[config.mk]
export PLATFORM = sky130hd
export DESIGN_NAME = decode_stage
export DESIGN_NICKNAME = d
export VERILOG_FILES = /design/src/rtl/nyakuo_pkg.sv /design/src/rtl/decode_core.sv /design/src/rtl/decode_stage.sv
export SDC_FILE = /design/constraint.sdc
export NUM_CORES = 1
export LEC_CHECK = 0
export ABC_AREA = 1
export BUFFER_PORTS_ARGS = -buffer_cell sky130_fd_sc_hd__buf_4
export CAP_MARGIN = 20
export CORE_MARGIN = 2
export CORE_UTILIZATION = 52
export CTS_CLUSTER_SIZE = 16
export DETAILED_ROUTE_END_ITERATION = 10
export GPL_TIMING_DRIVEN = 1
export PLACE_DENSITY = 0.86
export SYNTH_ARGS = -nofsm -noshare
export SYNTH_HDL_FRONTEND = slang
export SYNTH_SLANG_ARGS = --single-unit
[constraint.sdc]
create_clock -name clk_i -period 2.2 [get_ports clk_i]
set_clock_uncertainty 0.2 [all_clocks]
set_input_delay 0.33 -clock clk_i [delete_from_list [all_inputs] [get_ports clk_i]]
set_output_delay 0.33 -clock clk_i [all_outputs]
set_load 0.1 [all_outputs]
[src/rtl/nyakuo_pkg.sv]
// Shared types and encodings for the nyakuo decode path.
// Opcode, funct3 and funct7 constants plus the decoded-class enum and output record.
package nyakuo_pkg;

    // Encoding 0 is ILLEGAL so a cleared output register reads as "no class".
    typedef enum logic [3:0] {
        ClsIllegal = 4'd0,
        ClsCalc    = 4'd1,
        ClsCalcImm = 4'd2,
        ClsLui     = 4'd3,
        ClsAuipc   = 4'd4,
        ClsJal     = 4'd5,
        ClsJalr    = 4'd6,
        ClsBranch  = 4'd7,
        ClsLoad    = 4'd8,
        ClsStore   = 4'd9
    } op_class_t;

    localparam logic [6:0] OpcLui    = 7'b0110111;
    localparam logic [6:0] OpcAuipc  = 7'b0010111;
    localparam logic [6:0] OpcJal    = 7'b1101111;
    localparam logic [6:0] OpcJalr   = 7'b1100111;
    localparam logic [6:0] OpcBranch = 7'b1100011;
    localparam logic [6:0] OpcLoad   = 7'b0000011;
    localparam logic [6:0] OpcStore  = 7'b0100011;
    localparam logic [6:0] OpcOpImm  = 7'b0010011;
    localparam logic [6:0] OpcOp     = 7'b0110011;

    localparam logic [2:0] F3Add  = 3'b000;
    localparam logic [2:0] F3Sll  = 3'b001;
    localparam logic [2:0] F3Slt  = 3'b010;
    localparam logic [2:0] F3Sltu = 3'b011;
    localparam logic [2:0] F3Xor  = 3'b100;
    localparam logic [2:0] F3Sr   = 3'b101;
    localparam logic [2:0] F3Or   = 3'b110;
    localparam logic [2:0] F3And  = 3'b111;

    localparam logic [2:0] F3Lb  = 3'b000;
    localparam logic [2:0] F3Lh  = 3'b001;
    localparam logic [2:0] F3Lw  = 3'b010;
    localparam logic [2:0] F3Lbu = 3'b100;
    localparam logic [2:0] F3Lhu = 3'b101;

    localparam logic [2:0] F3Sb = 3'b000;
    localparam logic [2:0] F3Sh = 3'b001;
    localparam logic [2:0] F3Sw = 3'b010;

    localparam logic [6:0] F7Base = 7'b0000000;
    localparam logic [6:0] F7Alt  = 7'b0100000;

    typedef struct packed {
        op_class_t   op_class;
        logic [2:0]  funct;
        logic        alt;
        logic [31:0] op_a;
        logic [31:0] op_b;
        logic [31:0] imm;
        logic [31:0] store_data;
        logic [4:0]  rd;
        logic        illegal;
    } dec_out_t;

endpackage

[src/rtl/decode_core.sv]
// Combinational RV32I/RV32E decoder: class, funct, immediate, register fields and legality.
// Illegal encodings report no used registers so they never wait on the scoreboard.
module decode_core
    import nyakuo_pkg::*;
#(
    parameter int unsigned NREGS = 32
) (
    input  logic [31:0] inst_i,
    output op_class_t   op_class_o,
    output logic [2:0]  funct_o,
    output logic        alt_o,
    output logic [31:0] imm_o,
    output logic [4:0]  rs1_o,
    output logic [4:0]  rs2_o,
    output logic [4:0]  rd_o,
    output logic        rs1_used_o,
    output logic        rs2_used_o,
    output logic        illegal_o
);

    logic [6:0]  opcode;
    logic [6:0]  funct7;
    logic [2:0]  funct3;
    logic [31:0] imm_i_fmt;
    logic [31:0] imm_s_fmt;
    logic [31:0] imm_b_fmt;
    logic [31:0] imm_u_fmt;
    logic [31:0] imm_j_fmt;

    op_class_t   cls;
    logic        use_rs1;
    logic        use_rs2;
    logic        use_rd;
    logic        alt;
    logic        legal;
    logic [31:0] imm;

    assign opcode = inst_i[6:0];
    assign funct3 = inst_i[14:12];
    assign funct7 = inst_i[31:25];

    assign imm_i_fmt = {{20{inst_i[31]}}, inst_i[31:20]};
    assign imm_s_fmt = {{20{inst_i[31]}}, inst_i[31:25], inst_i[11:7]};
    assign imm_b_fmt = {{19{inst_i[31]}}, inst_i[31], inst_i[7], inst_i[30:25], inst_i[11:8], 1'b0};
    assign imm_u_fmt = {inst_i[31:12], 12'b0};
    assign imm_j_fmt = {{11{inst_i[31]}}, inst_i[31], inst_i[19:12], inst_i[20], inst_i[30:21],
                        1'b0};

    always_comb begin
        cls     = ClsIllegal;
        use_rs1 = 1'b0;
        use_rs2 = 1'b0;
        use_rd  = 1'b0;
        alt     = 1'b0;
        legal   = 1'b0;
        imm     = '0;
        case (opcode)
            OpcLui: begin
                cls    = ClsLui;
                use_rd = 1'b1;
                imm    = imm_u_fmt;
            end
            OpcAuipc: begin
                cls    = ClsAuipc;
                use_rd = 1'b1;
                imm    = imm_u_fmt;
            end
            OpcJal: begin
                cls    = ClsJal;
                use_rd = 1'b1;
                imm    = imm_j_fmt;
            end
            OpcJalr: begin
                imm = imm_i_fmt;
                if (funct3 == F3Add) begin
                    cls     = ClsJalr;
                    use_rs1 = 1'b1;
                    use_rd  = 1'b1;
                end
            end
            OpcBranch: begin
                imm = imm_b_fmt;
                if (funct3 != F3Slt && funct3 != F3Sltu) begin
                    cls     = ClsBranch;
                    use_rs1 = 1'b1;
                    use_rs2 = 1'b1;
                end
            end
            OpcLoad: begin
                imm = imm_i_fmt;
                if (funct3 == F3Lb || funct3 == F3Lh || funct3 == F3Lw ||
                    funct3 == F3Lbu || funct3 == F3Lhu) begin
                    cls     = ClsLoad;
                    use_rs1 = 1'b1;
                    use_rd  = 1'b1;
                end
            end
            OpcStore: begin
                imm = imm_s_fmt;
                if (funct3 == F3Sb || funct3 == F3Sh || funct3 == F3Sw) begin
                    cls     = ClsStore;
                    use_rs1 = 1'b1;
                    use_rs2 = 1'b1;
                end
            end
            OpcOpImm: begin
                imm = imm_i_fmt;
                // Shift-immediates reuse imm[11:5] as funct7 and must match exactly.
                case (funct3)
                    F3Sll:   legal = (funct7 == F7Base);
                    F3Sr:    legal = (funct7 == F7Base) || (funct7 == F7Alt);
                    default: legal = 1'b1;
                endcase
                if (legal) begin
                    cls     = ClsCalcImm;
                    use_rs1 = 1'b1;
                    use_rd  = 1'b1;
                    alt     = (funct3 == F3Sr) && inst_i[30];
                end
            end
            OpcOp: begin
                legal = (funct7 == F7Base) ||
                        ((funct7 == F7Alt) && (funct3 == F3Add || funct3 == F3Sr));
                if (legal) begin
                    cls     = ClsCalc;
                    use_rs1 = 1'b1;
                    use_rs2 = 1'b1;
                    use_rd  = 1'b1;
                    alt     = inst_i[30];
                end
            end
            default: cls = ClsIllegal;
        endcase

        // RV32E has only x0..x15; any referenced register above that is illegal.
        if (NREGS == 16 && ((use_rs1 && inst_i[19]) || (use_rs2 && inst_i[24]) ||
                            (use_rd && inst_i[11]))) begin
            cls = ClsIllegal;
        end

        if (cls == ClsIllegal) begin
            use_rs1 = 1'b0;
            use_rs2 = 1'b0;
            use_rd  = 1'b0;
            alt     = 1'b0;
        end
    end

    assign op_class_o = cls;
    assign funct_o    = funct3;
    assign alt_o      = alt;
    assign imm_o      = imm;
    assign rs1_o      = inst_i[19:15];
    assign rs2_o      = inst_i[24:20];
    assign rd_o       = use_rd ? inst_i[11:7] : 5'd0;
    assign rs1_used_o = use_rs1;
    assign rs2_used_o = use_rs2;
    assign illegal_o  = (cls == ClsIllegal);

endmodule

[src/rtl/decode_stage.sv]
// Registered decode stage: decoded output register with valid/ready, operand selection and a
// load-destination scoreboard that holds fetch on load-use hazards.
module decode_stage
    import nyakuo_pkg::*;
#(
    parameter int unsigned NREGS         = 32,
    parameter int unsigned PC_W          = 32,
    parameter int unsigned EN_SCOREBOARD = 1
) (
    input  logic            clk_i,
    input  logic            rst_ni,
    input  logic            flush_i,
    input  logic            in_valid_i,
    output logic            in_ready_o,
    input  logic [31:0]     in_inst_i,
    input  logic [PC_W-1:0] in_pc_i,
    output logic [4:0]      rf_raddr1_o,
    output logic [4:0]      rf_raddr2_o,
    input  logic [31:0]     rf_rdata1_i,
    input  logic [31:0]     rf_rdata2_i,
    input  logic            wb_valid_i,
    input  logic [4:0]      wb_rd_i,
    output logic            out_valid_o,
    input  logic            out_ready_i,
    output logic [PC_W-1:0] out_pc_o,
    output op_class_t       out_class_o,
    output logic [2:0]      out_funct_o,
    output logic            out_alt_o,
    output logic [31:0]     out_op_a_o,
    output logic [31:0]     out_op_b_o,
    output logic [31:0]     out_imm_o,
    output logic [31:0]     out_store_data_o,
    output logic [4:0]      out_rd_o,
    output logic            out_illegal_o
);

    op_class_t   dec_class;
    logic [2:0]  dec_funct;
    logic        dec_alt;
    logic [31:0] dec_imm;
    logic [4:0]  dec_rs1;
    logic [4:0]  dec_rs2;
    logic [4:0]  dec_rd;
    logic        dec_rs1_used;
    logic        dec_rs2_used;
    logic        dec_illegal;

    decode_core #(
        .NREGS(NREGS)
    ) u_decode_core (
        .inst_i     (in_inst_i),
        .op_class_o (dec_class),
        .funct_o    (dec_funct),
        .alt_o      (dec_alt),
        .imm_o      (dec_imm),
        .rs1_o      (dec_rs1),
        .rs2_o      (dec_rs2),
        .rd_o       (dec_rd),
        .rs1_used_o (dec_rs1_used),
        .rs2_used_o (dec_rs2_used),
        .illegal_o  (dec_illegal)
    );

    dec_out_t        out_d, out_q;
    logic [PC_W-1:0] pc_d, pc_q;
    logic            out_valid_d, out_valid_q;
    logic [31:0]     pend_d, pend_q;
    logic [31:0]     set_vec;
    logic [31:0]     clr_vec;
    logic            hazard;
    logic            accept;
    logic            out_fire;

    assign rf_raddr1_o = dec_rs1;
    assign rf_raddr2_o = dec_rs2;

    always_comb begin
        hazard = 1'b0;
        if (EN_SCOREBOARD != 0 && in_valid_i) begin
            hazard = (dec_rs1_used && pend_q[dec_rs1]) || (dec_rs2_used && pend_q[dec_rs2]);
        end
    end

    // Flush forces ready so fetch can drop its instruction in the same cycle.
    assign in_ready_o = flush_i | ((~out_valid_q | out_ready_i) & ~hazard);
    assign accept     = in_valid_i & in_ready_o & ~flush_i;
    assign out_fire   = out_valid_q & out_ready_i;

    always_comb begin
        out_d = out_q;
        pc_d  = pc_q;
        if (accept) begin
            pc_d                = in_pc_i;
            out_d.op_class      = dec_class;
            out_d.funct         = dec_funct;
            out_d.alt           = dec_alt;
            out_d.imm           = dec_imm;
            out_d.store_data    = rf_rdata2_i;
            out_d.rd            = dec_rd;
            out_d.illegal       = dec_illegal;
            case (dec_class)
                ClsAuipc, ClsJal: out_d.op_a = 32'(in_pc_i);
                ClsLui:           out_d.op_a = '0;
                default:          out_d.op_a = rf_rdata1_i;
            endcase
            case (dec_class)
                ClsCalc, ClsBranch: out_d.op_b = rf_rdata2_i;
                default:            out_d.op_b = dec_imm;
            endcase
        end
    end

    always_comb begin
        out_valid_d = out_valid_q;
        if (flush_i) begin
            out_valid_d = 1'b0;
        end else if (accept) begin
            out_valid_d = 1'b1;
        end else if (out_ready_i) begin
            out_valid_d = 1'b0;
        end
    end

    // A load leaving in the same cycle its register writes back keeps the bit set.
    always_comb begin
        set_vec = '0;
        clr_vec = '0;
        if (out_fire && out_q.op_class == ClsLoad && out_q.rd != 5'd0) begin
            set_vec[out_q.rd] = 1'b1;
        end
        if (wb_valid_i) begin
            clr_vec[wb_rd_i] = 1'b1;
        end
        pend_d    = (pend_q & ~clr_vec) | set_vec;
        pend_d[0] = 1'b0;
    end

    always_ff @(posedge clk_i or negedge rst_ni) begin
        if (!rst_ni) begin
            out_valid_q <= 1'b0;
            out_q       <= '0;
            pc_q        <= '0;
            pend_q      <= '0;
        end else begin
            out_valid_q <= out_valid_d;
            out_q       <= out_d;
            pc_q        <= pc_d;
            pend_q      <= pend_d;
        end
    end

    assign out_valid_o      = out_valid_q;
    assign out_pc_o         = pc_q;
    assign out_class_o      = out_q.op_class;
    assign out_funct_o      = out_q.funct;
    assign out_alt_o        = out_q.alt;
    assign out_op_a_o       = out_q.op_a;
    assign out_op_b_o       = out_q.op_b;
    assign out_imm_o        = out_q.imm;
    assign out_store_data_o = out_q.store_data;
    assign out_rd_o         = out_q.rd;
    assign out_illegal_o    = out_q.illegal;

endmodule

Word level (Yosys, flattened, before mapping)
Index checks and enable logic that the tools add are counted.

Bits in registers: 206. Bits of input ports: 139. Output and inout port bits: 186. Logic and storage cells: 122.

$lt $le $gt $ge: 6. Equality and inequality tests: 22. Multiplexer cells: 43. Bitwise operators: 12. Reductions and logical operators: 27.

Operator list (number): 32-bit one-hot mux with 5 select lines (1); 32-bit 2-to-1 mux (3); 32-bit one-hot mux with 2 select lines (1); 4-bit one-hot mux with 9 select lines (1); 32-bit AND (1); 32-bit NOT (1); 32-bit bitwise OR (1); 7-bit by 6-bit == test with 1-bit output, second input constant (4); 5-bit by 6-bit less-than comparator with 1-bit output, second input constant (4); 1-bit 2-to-1 mux (22); 7-bit == test, second input constant (3); 7-bit by 5-bit == test with 1-bit output, second input constant (2); 4-bit by 3-bit == test with 1-bit output, second input constant (3); 1-bit binary-select mux with 5-bit select (2); 1-bit demux with 5-bit select (2); 5-bit by 1-bit greater-or-equal comparator with 1-bit output, second input constant (2); 1-bit logical AND (9); 1-bit logical OR (8); 4-bit 2-to-1 mux (2); 7-bit by 2-bit == test with 1-bit output, second input constant (1); 7-bit zero test (1); 3-bit == test, second input constant (2); 3-bit 2-to-1 mux (2); 3-bit by 2-bit != test with 1-bit output, second input constant (2); 20 further kinds (30).

Depth between registers and ports, before layout
Word-level depth: 19. Depth in mapped cells: 17. Depth with buffers taken out: 13.

Modules after synthesis
From an unflattened synthesis, not the netlist that was laid out.

Cell total of the unflattened synthesis: 1432. Area, all modules: 11235.8 µm².

By module, submodules not included: decode_stage (times used 1, cells each 1251, area an instance 10282.4 µm², sequential area each 5154.9 µm²); decode_core (times used 1, cells each 181, area an instance 953.4 µm², sequential area each 0.0 µm²).

Worst setup path before layout
OpenSTA, ideal clock, no wires.

Kind: register -> output. Start: reg out_valid_q (netlist: out_valid_o). End: out in_ready_o. Data arrival time: 3.606 ns. Required time: 1.670 ns. Slack: -1.936 ns. Cell stages (with the launch flop): 4. Buffers on the path: 1. Cells stage by stage: dfrtp_1 -> nand3b_1 -> clkbuf_1 -> a21boi_0.

Longest elaborated chain between the ends: 4.

RTL lines: start: declaration (line decode_stage.sv:66) `logic out_valid_d, out_valid_q;`; start signal: assignment (line decode_stage.sv:145) `out_valid_q <= out_valid_d;`; 1-bit NOT (line decode_stage.sv:85) `assign in_ready_o = flush_i | ((~out_valid_q | out_ready_i) & ~hazard);`; 1-bit bitwise OR (line decode_stage.sv:85); 1-bit AND (line decode_stage.sv:85); 1-bit bitwise OR (line decode_stage.sv:85); end: declaration (line decode_stage.sv:14) `output logic in_ready_o,`.

No other way between the ends.

Worst setup path in the final report
Start: reg pend_q[15]. End: out in_ready_o.

Longest elaborated chain between the ends: 8. Elaborated cells between the ends (all ways): 11. Those cells by class: 5 x mux; 3 x bitwise; 3 x reduce/logical.

RTL lines: start: declaration (line decode_stage.sv:67) `logic [31:0] pend_d, pend_q;`; start signal: assignment (line decode_stage.sv:148) `pend_q <= pend_d;`; 1-bit binary-select mux with 5-bit select (line decode_stage.sv:80) `hazard = (dec_rs1_used && pend_q[dec_rs1]) || (dec_rs2_used && pend_q[dec_rs2]);`; 1-bit 2-to-1 mux (implied by the code) (line decode_stage.sv:80); 1-bit logical AND (line decode_stage.sv:80); 1-bit logical OR * (line decode_stage.sv:80); 1-bit 2-to-1 mux * (line decode_stage.sv:79) `if (EN_SCOREBOARD != 0 && in_valid_i) begin`; 1-bit NOT * (line decode_stage.sv:85); 1-bit AND * (line decode_stage.sv:85); 1-bit bitwise OR * (line decode_stage.sv:85).

Mark *: on every way between the ends. The rest lies on a longest branch, timed or not. The select of a mux whose other input is x is not followed.

==> summary.md <==
| Metric | Value |
|---|---|
| Area of the mapped netlist | `0.01086 sq mm` |
| Time the worst path needs with I/O delays and setup | `between 2 and 3 ns` |
| Largest fanout of any net on the critical path | `3` |
| Worst VDD drop | `~0.72 mV` |
| Synth cell types | `32` |
| Worst-margin pin slew | `0.4458 ns` |
| Post-Route WL | `~47 mm` |
| # port buffers | `~320` |
| Violations in the final reports | `negative setup slack` |
| Static power due to leakage | `~8.7 nW` |
| R2R depth | `15` |
| Max_slew headroom | `0.7028` |
| Top-level I/O count | `roughly 330` |
| Clock buffer depth | `3` |
| Clock latency of the later-clocked register in the worst-skew pair | `0.53 ns` |
| DIE AREA | `~0.022 sq mm` |
| Run status | `finished, violations left` |
| F_max | `382.6 MHz` |
| Startpoint class of the critical path | `register` |
| Number of vias per cell after detailed routing | `6.211` |
| Count of state elements after synthesis | `roughly 200` |
| Congestion Overflow GR | `0` |
| Portion of the post-synthesis area used by sequential elements | `0.4745` |
| Most common cell after layout, fill and taps aside | `sky130_fd_sc_hd__nand2_1` |
| Fin crit share | `1.188` |
| Synth warn | `0` |
| Post-route cell area | `~0.016 sq mm` |
| Arrival time of the worst setup path | `2.08 ns` |
| Pin count of the biggest net entering global routing | `75` |
| Routability-driven placement congestion ratio | `~1.0` |
| Max-cap violations | `0` |
| Count of endpoints failing hold in the final timing report | `0` |
| Floorplan die height | `approximately 150 microns` |
| Type of the worst setup path | `reg -> out` |
| Cells after Synth | `1408` |
| DR WL/cell | `22.02 microns` |
| Clock Sinks | `about 200` |
| Effective utilization at floorplan | `0.5335` |
| Row cnt | `52` |
| CTS Root Buffer Type | `sky130_fd_sc_hd__clkbuf_16` |
| Number of global-route vias before repair | `approximately 13000` |
| Mean instance size in the synthesized netlist | `about 7.7 sq um` |
| Layout cells sized above 1 | `0.2977` |
| Detailed-route via count | `13140` |
| Final max-slew violation count | `0` |
| Antenna Nets Post-Route | `0` |
| Post-Place Cell Area | `~0.014 sq mm` |
| Endpoints failing setup | `roughly 180` |
| Highest-count cells in the layout ignoring fill and taps | `sky130_fd_sc_hd__nand2_1 (544), sky130_fd_sc_hd__buf_4 (393), sky130_fd_sc_hd__dfrtp_1 (201)` |
| Horizontal extent of the die | `148.5 microns` |
| Number of buffers added by the clock tree synthesis step | `23` |
| Crit end category | `primary output` |
| Global-route wire length before repair | `68.48 mm` |
| Overall fraction of global-route tracks in use | `0.3938` |
| Hold Crit Depth | `4` |
| Final net count | `~2000` |
| Area of the core | `slightly above 0.02 sq mm` |
| Initial antenna violation count | `1` |
| Setup repair after global routing missed its margin | `true` |
| Clock H-tree levels | `1` |
| PwrDens | `around 800 mW/mm^2` |
| CP required | `approximately 1.7 ns` |
| Synthesized net count | `approximately 1500` |
| TritonCTS clock tree | `done` |
| Worst-path clk slew | `0.06 ns` |
| Synth-to-layout area growth | `49.40%` |
| Non-Filler Instances | `between 2000 and 2500` |
| Worst min-delay path category | `in -> reg` |
| Count of routing violations after the opening detailed-route iteration | `around 1400` |
| Post-detailed-placement half-perimeter wirelength | `27.79 mm` |
| DR DRC count | `0` |
| DRT Pass-1 Iters | `6` |
| Setup slack after layout | `-0.4138 ns` |
| Placed cell count | `about 2000` |
registers in the layout (all words and copies together) (netlist names):
| signal | count |
|---|---|
| out_imm_o | 32 |
| out_class_o | 4 |
| out_rd_o | 5 |
| out_op_a_o | 32 |
| out_funct_o | 3 |
| out_alt_o | 1 |
| out_pc_o | 32 |
| out_op_b_o | 32 |
| out_valid_o | 1 |
| pend_q | 31 |
| out_store_data_o | 32 |
| out_illegal_o | 1 |
critical path: stages (launching register included):
cell	delay, ns
sky130_fd_sc_hd__dfrtp_1	0.43
sky130_fd_sc_hd__nand2_1	0.08
sky130_fd_sc_hd__nand3_1	0.09
sky130_fd_sc_hd__nand3_2	0.09
sky130_fd_sc_hd__nand3_2	0.07
sky130_fd_sc_hd__nand2_1	0.07
sky130_fd_sc_hd__nand2_2	0.10
sky130_fd_sc_hd__nand3_2	0.10
sky130_fd_sc_hd__nand2_2	0.07
sky130_fd_sc_hd__buf_6	0.12
sky130_fd_sc_hd__a21boi_4	0.14
sky130_fd_sc_hd__buf_12	0.19
synth_stat cells (all sizes together):
cell    instances  area share
nor3           10      0.0046
a21boi          1     0.00069
dfrtp         206        0.47
inv            59       0.020
nor4            2      0.0012
nand3          90       0.042
nor2           29       0.012
buf            60       0.040
a22oi           1     0.00069
o21ai          67       0.031
o31ai           2      0.0014
clkbuf         58       0.020
nand2         581        0.20
nand4         187        0.11
nand3b          2      0.0014
or2             1     0.00058
and2            5      0.0029
a21oi          12      0.0066
and3            1     0.00058
o22ai           1     0.00058
a31oi           1     0.00058
a32o           32       0.029
worst paths after layout:
path | start | end | slack [ns]
setup / recovery | pend_q[15]$_DFF_PN0_ | in_ready_o | -0.41
hold reg to reg | out_imm_o[31]$_DFFE_PN0P_ | out_imm_o[31]$_DFFE_PN0P_ | 0.27
max in group asynchronous | rst_ni | out_op_b_o[9]$_DFFE_PN0P_ | 1.01
setup reg to reg | pend_q[15]$_DFF_PN0_ | out_store_data_o[23]$_DFFE_PN0P_ | -0.30
min in group asynchronous | rst_ni | pend_q[20]$_DFF_PN0_ | 0.12
hold / removal | rf_rdata1_i[29] | out_op_a_o[29]$_DFFE_PN0P_ | 0.0009
routing by layer:
layer  routed length [microns]  up-vias  global-route usage  part of all wire
met3                      6243      253             0.08834              0.13
met2                     21460     1116              0.6317              0.46
met4                      2790        0              0.1952             0.060
met5                         0        -                   0                 0
li1                          -     5639                   -                 -
met1                     16070     6128              0.5060              0.35
cells by family (layout without fill, tap and decap cells):
| group | Yosys count | in the layout | synth area share |
|---|---|---|---|
| AO/OA/AOI/OAI | 117 | 117 | 0.07083 |
| buffers and inverters | 177 | 613 | 0.08085 |
| flip-flops | 206 | 206 | 0.4745 |
| other | 0 | 1 | 0 |
| AND/OR/NAND/NOR | 908 | 908 | 0.3738 |
report_power, final:
part	total, mW	switching (mW)	internal [mW]
Clock	3.97	1.64	2.33
Combinational	4.43	3.38	1.05
Sequential	4.32	0.225	4.10
Total	12.7	5.24	7.48
metrics by stage:
step	total power, mW	setup WS [ns]	setup TNS, ns	hold WS, ns	util
final	12.72	-0.4138	-30.74	0.0008993	0.7970
after global placement	8.381	-0.3173	-44.46	0.1100	0.6844
after global routing	13.03	-0.4886	-45.77	0.02496	0.7969
after detailed placement	8.428	-0.3322	-44.27	0.1120	0.6844
after floorplan	7.271	-0.02840	-0.02840	-0.1656	-
after CTS	12.50	-0.3940	-10.54	0.006706	0.7771
cell type report:
type                       instances  area [sq um]
clock inverter                     6         76.32
fill                            1242          4134
inverter                          59         226.5
timing repair buffer             513          4690
antenna                            1         2.502
clock buffer                      35         700.7
tap                              270         337.8
multi-input combinational       1025          5034
sequential                       206          5164
timing repair:
| item | CTS | global route |
|---|---|---|
| setup buffers | 9 | 4 |
| gates resized for setup | 26 | 57 |
| hold buffers | 70 | 0 |
| hold endpoints to repair | 295 | 0 |
| cloned | 8 | 9 |
| pin swaps | 22 | 29 |
| setup endpoints to repair | 73 | 176 |
Power figures use the tool's default switching activity.
